## src/rtl/game_pkg.sv

```systemverilog
// Shared types for the bullet engine: slot record, owner and sweep FSM encodings.
// Latency: n/a (types, constants and a pure helper function only).
// Backpressure: n/a.
package game_pkg;

    localparam int DEFAULT_GRID_W = 80;
    localparam int DEFAULT_GRID_H = 60;
    localparam int BULLET_POS_W   = 7;
    localparam int BULLET_VEL_W   = 3;

    typedef enum logic {
        OWNER_PLAYER = 1'b0,
        OWNER_ENEMY  = 1'b1
    } owner_e;

    typedef struct packed {
        logic                           active;
        owner_e                         owner;
        logic [BULLET_POS_W-1:0]        x;
        logic [BULLET_POS_W-1:0]        y;
        logic signed [BULLET_VEL_W-1:0] dx;
        logic signed [BULLET_VEL_W-1:0] dy;
    } bullet_t;

    typedef enum logic [1:0] {
        IDLE,
        SWEEP,
        DONE
    } pool_state_e;

    // Unsigned distance between two on-grid coordinates.
    function automatic logic [BULLET_POS_W-1:0] absDiff(input logic [BULLET_POS_W-1:0] a,
                                                        input logic [BULLET_POS_W-1:0] b);
        return (a > b) ? (a - b) : (b - a);
    endfunction

endpackage

```

## src/rtl/bullet_step.sv

```systemverilog
// One-frame update of a single bullet record: move, cull off-grid, detect ship hits.
// Latency: purely combinational.
// Backpressure: none; evaluated for whichever slot the sweep is pointing at.
module bullet_step
    import game_pkg::*;
#(
    parameter int GRID_W     = DEFAULT_GRID_W,
    parameter int GRID_H     = DEFAULT_GRID_H,
    parameter int HIT_RADIUS = 1
) (
    input  bullet_t                 cur,
    input  logic [BULLET_POS_W-1:0] player_x,
    input  logic [BULLET_POS_W-1:0] player_y,
    input  logic [BULLET_POS_W-1:0] enemy_x,
    input  logic [BULLET_POS_W-1:0] enemy_y,
    output bullet_t                 nxt,
    output logic                    hit_player,  // player ship struck by an enemy bullet
    output logic                    hit_enemy    // enemy ship struck by a player bullet
);

    // One extra bit so positions just past either edge stay representable as signed.
    localparam int SW = BULLET_POS_W + 1;

    logic signed [SW-1:0]    nx;
    logic signed [SW-1:0]    ny;
    logic                    inBounds;
    logic [BULLET_POS_W-1:0] targetX;
    logic [BULLET_POS_W-1:0] targetY;
    logic                    onTarget;

    assign nx = $signed({1'b0, cur.x}) + $signed({{(SW-BULLET_VEL_W){cur.dx[BULLET_VEL_W-1]}}, cur.dx});
    assign ny = $signed({1'b0, cur.y}) + $signed({{(SW-BULLET_VEL_W){cur.dy[BULLET_VEL_W-1]}}, cur.dy});

    assign inBounds = !nx[SW-1] && (nx < SW'(GRID_W)) && !ny[SW-1] && (ny < SW'(GRID_H));

    // A bullet only ever damages the opposing ship.
    assign targetX  = (cur.owner == OWNER_PLAYER) ? enemy_x : player_x;
    assign targetY  = (cur.owner == OWNER_PLAYER) ? enemy_y : player_y;
    assign onTarget = (absDiff(nx[BULLET_POS_W-1:0], targetX) <= BULLET_POS_W'(HIT_RADIUS)) &&
                      (absDiff(ny[BULLET_POS_W-1:0], targetY) <= BULLET_POS_W'(HIT_RADIUS));

    // Culling takes precedence over hits; inactive records pass through unchanged.
    always_comb begin
        nxt        = cur;
        hit_player = 1'b0;
        hit_enemy  = 1'b0;
        if (cur.active) begin
            if (!inBounds) begin
                nxt.active = 1'b0;
            end else if (onTarget) begin
                nxt.active = 1'b0;
                if (cur.owner == OWNER_PLAYER) begin
                    hit_enemy = 1'b1;
                end else begin
                    hit_player = 1'b1;
                end
            end else begin
                nxt.x = nx[BULLET_POS_W-1:0];
                nxt.y = ny[BULLET_POS_W-1:0];
            end
        end
    end

endmodule

```

## src/rtl/bullet_pool.sv

```systemverilog
// Fixed pool of bullet records swept one slot per clock after frame_tick; owns movement, culling, hits, HP. Optional BULLET_POOL_STATS_EN adds hit counters.
// Latency: frame_tick to frame_done is SLOTS+1 cycles; read port is one registered cycle.
// Backpressure: spawn_ready drops while sweeping, when the pool is full, when run is low or on clear; spawner holds valid.
module bullet_pool
    import game_pkg::*;
#(
    parameter int SLOTS      = 32,
    parameter int GRID_W     = DEFAULT_GRID_W,
    parameter int GRID_H     = DEFAULT_GRID_H,
    parameter int POS_W      = BULLET_POS_W,   // must match the bullet_t coordinate width
    parameter int VEL_W      = BULLET_VEL_W,   // must match the bullet_t velocity width
    parameter int HP_W       = 21,
    parameter int PLAYER_DMG = 10,
    parameter int ENEMY_DMG  = 5,
    parameter int HIT_RADIUS = 1
) (
    input  logic                      clk,
    input  logic                      rst_n,
    input  logic                      run,
    input  logic                      frame_tick,
    input  logic                      clear,
    input  logic                      hp_load,
    input  logic [HP_W-1:0]           player_hp_init,
    input  logic [HP_W-1:0]           enemy_hp_init,
    input  logic                      spawn_valid,
    output logic                      spawn_ready,
    input  logic                      spawn_owner,
    input  logic [POS_W-1:0]          spawn_x,
    input  logic [POS_W-1:0]          spawn_y,
    input  logic signed [VEL_W-1:0]   spawn_dx,
    input  logic signed [VEL_W-1:0]   spawn_dy,
    input  logic [POS_W-1:0]          player_x,
    input  logic [POS_W-1:0]          player_y,
    input  logic [POS_W-1:0]          enemy_x,
    input  logic [POS_W-1:0]          enemy_y,
    input  logic [$clog2(SLOTS)-1:0]  rd_idx,
    output logic                      rd_active,
    output logic                      rd_owner,
    output logic [POS_W-1:0]          rd_x,
    output logic [POS_W-1:0]          rd_y,
    output logic [HP_W-1:0]           player_hp,
    output logic [HP_W-1:0]           enemy_hp,
    output logic                      player_dead,
    output logic                      enemy_dead,
    output logic [$clog2(SLOTS):0]    live_count,
    output logic                      busy,
    output logic                      frame_done,
`ifdef BULLET_POOL_STATS_EN
    output logic [15:0]               player_hits,
    output logic [15:0]               enemy_hits,
`endif
    output logic                      overrun
);

    localparam int IDX_W = $clog2(SLOTS);
    localparam int CNT_W = IDX_W + 1;

    bullet_t            pool [SLOTS];
    pool_state_e        state;
    pool_state_e        nextState;
    logic [IDX_W-1:0]   idx;
    logic [IDX_W-1:0]   nextIdx;
    bullet_t            stepIn;
    bullet_t            stepOut;
    logic               hitPlayer;
    logic               hitEnemy;
    logic               sweepStep;
    logic               hitPlayerFire;
    logic               hitEnemyFire;
    logic               hasFree;
    logic [IDX_W-1:0]   freeIdx;
    logic               spawnFire;

    assign stepIn = pool[idx];

    bullet_step #(
        .GRID_W     (GRID_W),
        .GRID_H     (GRID_H),
        .HIT_RADIUS (HIT_RADIUS)
    ) uStep (
        .cur        (stepIn),
        .player_x   (player_x),
        .player_y   (player_y),
        .enemy_x    (enemy_x),
        .enemy_y    (enemy_y),
        .nxt        (stepOut),
        .hit_player (hitPlayer),
        .hit_enemy  (hitEnemy)
    );

    // A clear on the same cycle discards whatever the sweep would have done.
    assign sweepStep     = (state == SWEEP) && !clear;
    assign hitPlayerFire = sweepStep && hitPlayer;
    assign hitEnemyFire  = sweepStep && hitEnemy;

    assign spawn_ready = rst_n && (state == IDLE) && run && hasFree && !clear;
    assign spawnFire   = spawn_valid && spawn_ready;
    assign busy        = (state != IDLE);
    assign frame_done  = (state == DONE);
    assign player_dead = (player_hp == '0);
    assign enemy_dead  = (enemy_hp == '0);

    // Lowest-index inactive slot receives the next spawn.
    always_comb begin
        hasFree = 1'b0;
        freeIdx = '0;
        for (int i = SLOTS - 1; i >= 0; i--) begin
            if (!pool[i].active) begin
                hasFree = 1'b1;
                freeIdx = IDX_W'(i);
            end
        end
    end

    // Sweep sequencing: one slot per cycle, then a single DONE cycle.
    always_comb begin
        nextState = state;
        nextIdx   = idx;
        case (state)
            IDLE: begin
                if (frame_tick && run) begin
                    nextState = SWEEP;
                    nextIdx   = '0;
                end
            end
            SWEEP: begin
                nextIdx = idx + IDX_W'(1);
                if (idx == IDX_W'(SLOTS - 1)) begin
                    nextState = DONE;
                end
            end
            DONE:    nextState = IDLE;
            default: nextState = IDLE;
        endcase
        if (clear) begin
            nextState = IDLE;
        end
    end

    // FSM state and sweep pointer registers.
    always_ff @(posedge clk) begin
        if (!rst_n) begin
            state <= IDLE;
            idx   <= '0;
        end else begin
            state <= nextState;
            idx   <= nextIdx;
        end
    end

    // Slot storage: sweep write-back and spawns never coincide (spawns only in IDLE).
    always_ff @(posedge clk) begin
        if (!rst_n || clear) begin
            for (int i = 0; i < SLOTS; i++) begin
                pool[i] <= '0;
            end
        end else if (sweepStep) begin
            pool[idx] <= stepOut;
        end else if (spawnFire) begin
            pool[freeIdx] <= '{active: 1'b1, owner: owner_e'(spawn_owner),
                               x: spawn_x, y: spawn_y, dx: spawn_dx, dy: spawn_dy};
        end
    end

    // Active-slot count tracks spawns and deactivations incrementally.
    always_ff @(posedge clk) begin
        if (!rst_n || clear) begin
            live_count <= '0;
        end else if (sweepStep && stepIn.active && !stepOut.active) begin
            live_count <= live_count - CNT_W'(1);
        end else if (spawnFire) begin
            live_count <= live_count + CNT_W'(1);
        end
    end

    // HP bookkeeping: clear freezes HP, a load overrides any same-cycle hit, hits saturate at 0.
    always_ff @(posedge clk) begin
        if (!rst_n) begin
            player_hp <= '0;
            enemy_hp  <= '0;
        end else if (!clear) begin
            if (hp_load) begin
                player_hp <= player_hp_init;
                enemy_hp  <= enemy_hp_init;
            end else begin
                if (hitPlayerFire) begin
                    player_hp <= (player_hp > HP_W'(ENEMY_DMG)) ? player_hp - HP_W'(ENEMY_DMG) : '0;
                end
                if (hitEnemyFire) begin
                    enemy_hp <= (enemy_hp > HP_W'(PLAYER_DMG)) ? enemy_hp - HP_W'(PLAYER_DMG) : '0;
                end
            end
        end
    end

    // Sticky flag for a frame_tick that arrived while a sweep was still running.
    always_ff @(posedge clk) begin
        if (!rst_n || clear) begin
            overrun <= 1'b0;
        end else if (frame_tick && run && busy) begin
            overrun <= 1'b1;
        end
    end

    // Registered renderer read port.
    always_ff @(posedge clk) begin
        if (!rst_n) begin
            rd_active <= 1'b0;
            rd_owner  <= 1'b0;
            rd_x      <= '0;
            rd_y      <= '0;
        end else begin
            rd_active <= pool[rd_idx].active;
            rd_owner  <= pool[rd_idx].owner;
            rd_x      <= pool[rd_idx].x;
            rd_y      <= pool[rd_idx].y;
        end
    end

`ifdef BULLET_POOL_STATS_EN
    // Wrapping hit counters; hp_load zeroes them but a hit on that same cycle still counts.
    always_ff @(posedge clk) begin
        if (!rst_n) begin
            player_hits <= '0;
            enemy_hits  <= '0;
        end else if (!clear) begin
            player_hits <= (hp_load ? 16'd0 : player_hits) + 16'(hitEnemyFire);
            enemy_hits  <= (hp_load ? 16'd0 : enemy_hits) + 16'(hitPlayerFire);
        end
    end
`else
    // Without the stats build, hits only affect HP and slot state.
`endif

endmodule
```

## config.mk

```make
export PLATFORM = sky130hd
export DESIGN_NAME = bullet_pool
export DESIGN_NICKNAME = d
export VERILOG_FILES = /design/src/rtl/game_pkg.sv /design/src/rtl/bullet_step.sv /design/src/rtl/bullet_pool.sv
export SDC_FILE = /design/constraint.sdc
export NUM_CORES = 1
export LEC_CHECK = 0
export BUFFER_PORTS_ARGS = -buffer_cell sky130_fd_sc_hd__buf_2
export CAP_MARGIN = 40
export CORE_MARGIN = 1
export CORE_UTILIZATION = 60
export CTS_CLUSTER_SIZE = 40
export DETAILED_ROUTE_END_ITERATION = 6
export GPL_ROUTABILITY_DRIVEN = 0
export PLACE_DENSITY = 0.8
export SETUP_SLACK_MARGIN = 0.1
export SLEW_MARGIN = 20
export SYNTH_ARGS = -nofsm -noshare
export SYNTH_HDL_FRONTEND = slang
export SYNTH_SLANG_ARGS = --single-unit
```

## constraint.sdc

```tcl
create_clock -name clk -period 8.25 [get_ports clk]
set_input_delay 0.825 -clock clk [delete_from_list [all_inputs] [get_ports clk]]
set_output_delay 0.825 -clock clk [all_outputs]
set_load 0.02 [all_outputs]
```

==> results of run 1 <==
how the worst max path moves through the flow:
stage | startpoint | slack, ns | depth (start not counted) | to
floorplan | flop | 0.84 | 32 | live_count[5]
finish | flop | 0.24 | 22 | pool[3][8]
global placement | flop | 0.57 | 28 | live_count[5]
CTS | flop | 0.21 | 28 | live_count[5]
detailed placement | flop | 0.28 | 28 | live_count[5]
global route | flop | 0.11 | 29 | live_count[5]
worst max-delay path: cells and delay by family, from the launching register on:
family,cells,cell delay [ns]
AO/OA/AOI/OAI,9,2.82
XOR/XNOR,1,0.31
adder cells (fa/ha/maj),2,0.76
buffers and inverters,5,1.19
flip-flops,1,0.41
multiplexers,3,1.50
AND/OR/NAND/NOR,2,0.69
final cells by class:
| class | instances | area share (%) |
|---|---|---|
| diodes | 5 | 0.0267 |
| clock buffers | 105 | 4.64 |
| clock inverters | 46 | 0.988 |
| inverters | 57 | 0.459 |
| multi-input cells | 2016 | 38.1 |
| flip-flops and latches | 781 | 48.4 |
| well taps | 931 | 2.49 |
| repair buffers | 332 | 4.86 |
cell usage after synthesis, drive strengths merged (14+ instances only):
cell type  number  area share, %
dfxtp          77            3.7
nor2b          19           0.28
inv            56           0.50
nand4          25           0.39
a22oi          30           0.54
mux4          360             19
xnor2          21           0.44
ha             50            1.5
xor2           16           0.33
mux2           22           0.59
clkbuf        130            1.2
nor3           22           0.27
a21oi          84            1.0
o21ai          44           0.52
a311oi         34           0.99
mux2i          67            1.6
buf           155            2.1
nand2         137            1.2
and3           20           0.30
nand3          32           0.38
o31ai          17           0.30
nor2          808            7.8
edfxtp        704             50
a21o           14           0.27
a2111oi        18           0.53
flip-flops by register name, indices dropped and copies added, names as in the netlist, named ones only:
signal      count
rd_owner        1
idx             5
rd_y            7
live_count      6
rd_x            7
rd_active       1
overrun         1
pool          704
state           2
enemy_hp       21
player_hp      21
kinds of logic after synthesis:
group | share of synthesized area (%)
DFF | 54.0
buffers and inverters | 3.73
xor gates and xnor gates | 0.772
and+or+nand+nor | 11.9
muxes | 21.5
AOI/OAI and AO/OA | 6.28
adders and majority gates | 1.82
cells in the final DEF (no fill, tap or decap), drive strengths merged, types with 19 or more instances in the layout:
| master | netlist | layout |
|---|---|---|
| nand3 | 32 | 32 |
| clkbuf | 130 | 107 |
| mux4 | 360 | 360 |
| buf | 155 | 328 |
| nor2 | 808 | 808 |
| dfxtp | 77 | 77 |
| a311oi | 34 | 34 |
| xnor2 | 21 | 21 |
| o21ai | 44 | 44 |
| ha | 50 | 50 |
| and3 | 20 | 20 |
| nand4 | 25 | 25 |
| inv | 56 | 60 |
| nand2 | 137 | 137 |
| a22oi | 30 | 30 |
| mux2i | 67 | 67 |
| edfxtp | 704 | 704 |
| nor2b | 19 | 19 |
| clkinv | 1 | 36 |
| a21oi | 84 | 84 |
| mux2 | 22 | 22 |
| nor3 | 22 | 22 |
per-stage QoR:
stage	setup WS (ns)	power, mW	cells	utilization (%)	hold slack, ns
6_report	0.239	9.73	4273	68.0	0.408
3_5_place_dp	0.283	6.03	4100	63.8	0.470
2_1_floorplan	0.843	5.60	3139	-	0.450
4_1_cts	0.206	9.63	4254	67.6	0.395
3_3_place_gp	0.569	5.96	4097	63.7	0.442
5_1_grt	0.112	9.93	4272	68.0	0.429
where the power goes:
group          switching, mW  internal (mW)  leakage [nW]  total, mW
clock                   1.63           2.04          1.28       3.67
combinational          0.923          0.547          7.05       1.47
sequential             0.114           4.47          8.44       4.59
per-layer routing:
layer	share of wire [%]	global-route usage, %	vias to the layer above
met5	0.081	0	-
met4	8.2	26.1	4
met3	17	13.0	851
met2	44	58.2	3489
met1	31	49.6	15300
li1	-	-	12200
repair_timing:
| action | in CTS | in global routing |
|---|---|---|
| setup buffers | 3 | 6 |
| setup endpoints to repair | 1 | 329 |
| gates resized for setup | 0 | 9 |
| pin swaps | 0 | 1 |
==> results.py, run 1 <==
metrics = {
    "setup_path": {
        "start_kind": "flop",
        "path_max_fanout": 32,
        "worstSetupPathType": "reg -> reg",
        "cpMaxStageDelayCell": "and2_1",
        "r2r_cells": 22,
        "cp_cell_sequence": "buf_12 > buf_4 > buf_4 > mux4_2 > mux4_2 > mux2_2 > ha_1 > a211oi_1 > o21ai_0 > a22oi_1 > ha_1 > a211o_1 > a211oi_1 > o211ai_1 > a311oi_1 > xor2_1 > and2_1 > a2111oi_0 > buf_1 > a311oi_4 > buf_4 > nor2_1",
        "crit_required_ns": 8.62,
        "cp_slowest_stage_delay_ns": 0.59,
        "worst_path_most_repeated_cell": "buf_4",
        "reg2reg_to": "pool[3][8]",
        "r2r_slack_ns": 0.24,
        "arrival_ns": 8.38,
        "cp-end-kind": "flop",
    },
    "place": {
        "io_buffers": 172,
        "dpl.hpwl_um": 84000,
        "place_area_um2": 44000,
    },
    "run_status": {
        "status": "complete, but fails checks",
        "violations": "design-rule violations",
    },
    "timing": {
        "fin_skew_ns": 0.0645,
        "fin_tns_setup_ns": 0,
        "finalSetupViolations": 0,
        "rsz0062_at_grt": "no",
        "final.period_utilization_pct": 97.1,
        "slew_headroom_pct": 39.3,
        "max_freq_mhz": 125,
        "slew_violations": 0,
        "hold_viol": 0,
        "worst_pin_slew_ns": 0.910,
        "fin_crit_ns": 8.01,
    },
    "global_routing": {
        "grt_pass1_wl_um": 200000,
        "grt_max_degree": 71,
        "antenna_found_initial": 5,
        "overflow": 0,
        "grt_pass1_vias": 31200,
        "grt.total_usage_pct": 39.3,
    },
    "clocking": {
        "htree_levels": 3,
        "cts_buffers": 82,
        "cts_buffer_depth": 3,
        "path_clk_slew_ns": 0.07,
        "clock_latency_ns": 0.68,
        "cts_root_buf": "clkbuf_16",
        "cts_tree": "done",
        "cts-hold-fix-buffers": 0,
        "cts.sink_count": 781,
    },
    "finish": {
        "layout-drive-gt1-share_pct": 29.7,
        "final_cell_area_um2": 46900,
        "n_fill_cell": 4525,
        "regArea_um2": 22700,
        "nets": 3430,
        "multi_input_area_um2": 17900,
        "area_delta_synth_final_pct": 11.7,
    },
    "drt": {
        "via_count": 31900,
        "drt-initial-drc-count": 5966,
        "wl_um": 140000,
        "drc": 31,
        "dr.pass1.iters": 7,
        "avgRoutedWirePerCell_um": 32.8,
        "via_per_inst": 7.46,
        "ant_nets": 0,
    },
    "yosys": {
        "synth-seq-cells": 781,
        "synth_edf_count": 704,
        "avgSynthCellArea_um2": 13.4,
        "syn_nets": 3299,
        "synth_ff_type": "edfxtp_1",
        "synth-async-reset-ratio_pct": 0,
        "synthesis.instances": 3139,
        "synth.cell_area_um2": 42000,
        "synth.distinct_cells": 90,
        "synth_seq_area_share_pct": 54.0,
        "yosys_warnings": 0,
    },
    "worst_hold_path": {
        "whs_endpoint": "enemy_hp[0]",
        "hold_path_depth": 3,
        "min_from": "enemy_hp_init[0]",
        "min_path_type": "in -> reg",
    },
    "floorplanning": {
        "die_h_um": 266,
        "start_util_pct": 60.9,
        "die_x_um": 266,
        "dieArea_um2": 71000,
        "core_area_um2": 68900,
        "num_io_pins": 173,
        "std_cell_rows": 96,
    },
    "pwr": {
        "peakVddDrop_mv": 0.149,
        "powerDensity_nw_per_um2": 208,
        "total_leakage_power_nw": 16.8,
    },
    "job": {
        "drv_cap": 0,
    },
}
Note: power is estimated with default switching activity, not from simulation.
==> run 2: changes to the inputs <==
--- a/config.mk
+++ b/config.mk
@@ -7,6 +7,7 @@
 export LEC_CHECK = 0
 export BUFFER_PORTS_ARGS = -buffer_cell sky130_fd_sc_hd__buf_2
 export CAP_MARGIN = 40
+export CORE_ASPECT_RATIO = 2
 export CORE_MARGIN = 1
 export CORE_UTILIZATION = 60
 export CTS_CLUSTER_SIZE = 40
==> constraint.sdc (replaced) <==
create_clock -name clk -period 10.3 [get_ports clk]
set_input_delay 1.03 -clock clk [delete_from_list [all_inputs] [get_ports clk]]
set_output_delay 1.03 -clock clk [all_outputs]
set_load 0.02 [all_outputs]
==> results.py, run 2 (same netlist as run 1, synthesis figures left out) <==
metrics = {
    "run_status": {
        "status": "complete, but fails checks",
        "violations": "design-rule violations",
    },
    "timing": {
        "fin_skew_ns": 0.0458,
        "fin_crit_ns": 8.94,
        "fin_tns_setup_ns": 0,
        "max_freq_mhz": 112,
        "layout_setup_ws_ns": 1.36,
        "final.period_utilization_pct": 86.8,
        "hold_viol": 0,
        "slew_violations": 0,
        "finalSetupViolations": 0,
        "rsz0062_at_grt": "no",
        "slew_headroom_pct": 38.5,
        "worst_pin_slew_ns": 0.923,
    },
    "finish": {
        "num_antenna_cells": 0,
        "largest_register": "pool",
        "largest_register_ffs": 704,
        "layout-drive-gt1-share_pct": 29.3,
        "final_common_cell": "nor2_1",
        "reg.largest.list": "pool: 704 flops, enemy_hp: 21 flops, player_hp: 21 flops",
        "area_delta_synth_final_pct": 10.2,
        "final_cell_mix": "nor2_1, edfxtp_1, mux4_2",
        "nets": 3381,
        "n_fill_cell": 4417,
    },
    "floorplanning": {
        "start_util_pct": 60.9,
        "die_x_um": 189,
        "std_cell_rows": 136,
        "dieArea_um2": 71100,
        "die_h_um": 376,
        "num_io_pins": 173,
        "core_area_um2": 68900,
    },
    "setup_path": {
        "arrival_ns": 9.52,
        "start_kind": "flop",
        "cp_slowest_stage_delay_ns": 0.90,
        "cpMaxStageDelayCell": "dfxtp_4",
        "worstSetupPathType": "reg -> reg",
        "crit_required_ns": 10.88,
        "cp-end-kind": "flop",
        "worst_path_most_repeated_cell": "ha_1",
        "path_max_fanout": 37,
    },
    "global_routing": {
        "antenna_found_initial": 7,
        "grt.total_usage_pct": 40.6,
        "grt_pass1_wl_um": 206000,
        "grt_max_degree": 71,
        "overflow": 0,
        "grt_pass1_vias": 32300,
    },
    "place": {
        "io_buffers": 172,
        "dpl.hpwl_um": 88800,
        "pre_cts_ws_ns": 1.64,
    },
    "pwr": {
        "powerDensity_nw_per_um2": 160,
        "peakVddDrop_mv": 0.156,
        "total_leakage_power_nw": 16.4,
    },
    "drt": {
        "drt-met1-wl_um": 38400,
        "drc": 2,
        "drt-initial-drc-count": 5382,
        "routed-wl-met2_um": 68400,
        "via_per_inst": 7.59,
        "avgRoutedWirePerCell_um": 34.2,
        "wl_um": 142000,
        "ant_nets": 0,
        "met3_length_um": 19900,
        "topRoutingLayerUsed": "met5",
        "dr.pass1.iters": 7,
        "via_count": 31600,
    },
    "worst_hold_path": {
        "min_path_type": "reg -> reg",
    },
    "clocking": {
        "cts.sink_count": 781,
        "clock_latency_ns": 0.66,
        "cts_resized": 0,
        "path_clk_slew_ns": 0.07,
        "post_cts_buffers": 0,
        "htree_levels": 3,
        "cts_buffers": 66,
        "cts-hold-fix-buffers": 0,
        "cts_buffer_depth": 3,
        "cts_root_buf": "clkbuf_16",
        "cts_tree": "done",
    },
    "job": {
        "drv_cap": 0,
    },
}
## run 2: cell types whose count changed in the layout (fill, tap and decap cells not counted), sizes merged
| cell | change |
|---|---|
| buf | -31 |
| clkbuf | -21 |
| clkinv | -13 |
| diode | -5 |
| bufinv | -1 |
| dlymetal6s2s | -1 |
| inv | +1 |
## run 2: through the flow
stage	hold slack (ns)	total power [mW]	instance area [um^2]	utilization, %	std cells
3_5_place_dp	0.478	4.83	43900	63.8	4038
4_1_cts	0.492	7.30	46000	66.8	4156
5_1_grt	0.523	7.53	46200	67.1	4168
3_3_place_gp	0.462	4.76	43500	63.1	4015
2_1_floorplan	0.450	4.48	42000	-	3139
6_report	0.493	7.38	46200	67.1	4168
## run 2: power breakdown
part | total, mW | switching, mW | internal (mW)
combinational | 1.17 | 0.731 | 0.437
sequential | 3.68 | 0.0989 | 3.58
clock | 2.53 | 1.18 | 1.35
## run 2: layer usage
layer,vias to the layer above,GRT usage [%]
met5,-,0.629
met4,16,36.1
met3,1096,11.9
met2,3453,66.2
met1,15000,42.4
li1,12100,-
## run 2: layout make-up
cell class	instances	area [um^2]	share of cell area, %
clock buffers	85	1800	3.88
well taps	897	1120	2.43
inverters	57	215	0.465
flip-flops and latches	781	22700	49.1
clock inverters	33	305	0.660
repair buffers	299	2220	4.80
multi-input cells	2016	17900	38.7
## run 2: worst max-delay path, delay by kind of cell (launching register included)
family	cells	cell delay, ns
fa+ha+maj	4	1.44
simple gates	7	1.40
mux	3	1.43
buf+inv	2	0.84
flops	1	0.90
compound gates	11	2.64
xor+xnor	1	0.19
## run 2: worst paths after layout
| kind | to | startpoint | depth (start not counted) | slack, ns |
|---|---|---|---|---|
| setup / recovery | live_count[5] | flop | 28 | 1.36 |
| hold / removal | overrun | overrun | 2 | 0.49 |
| setup reg to reg | live_count[5] | flop | 28 | 1.36 |
| hold reg to reg | overrun | overrun | 2 | 0.49 |
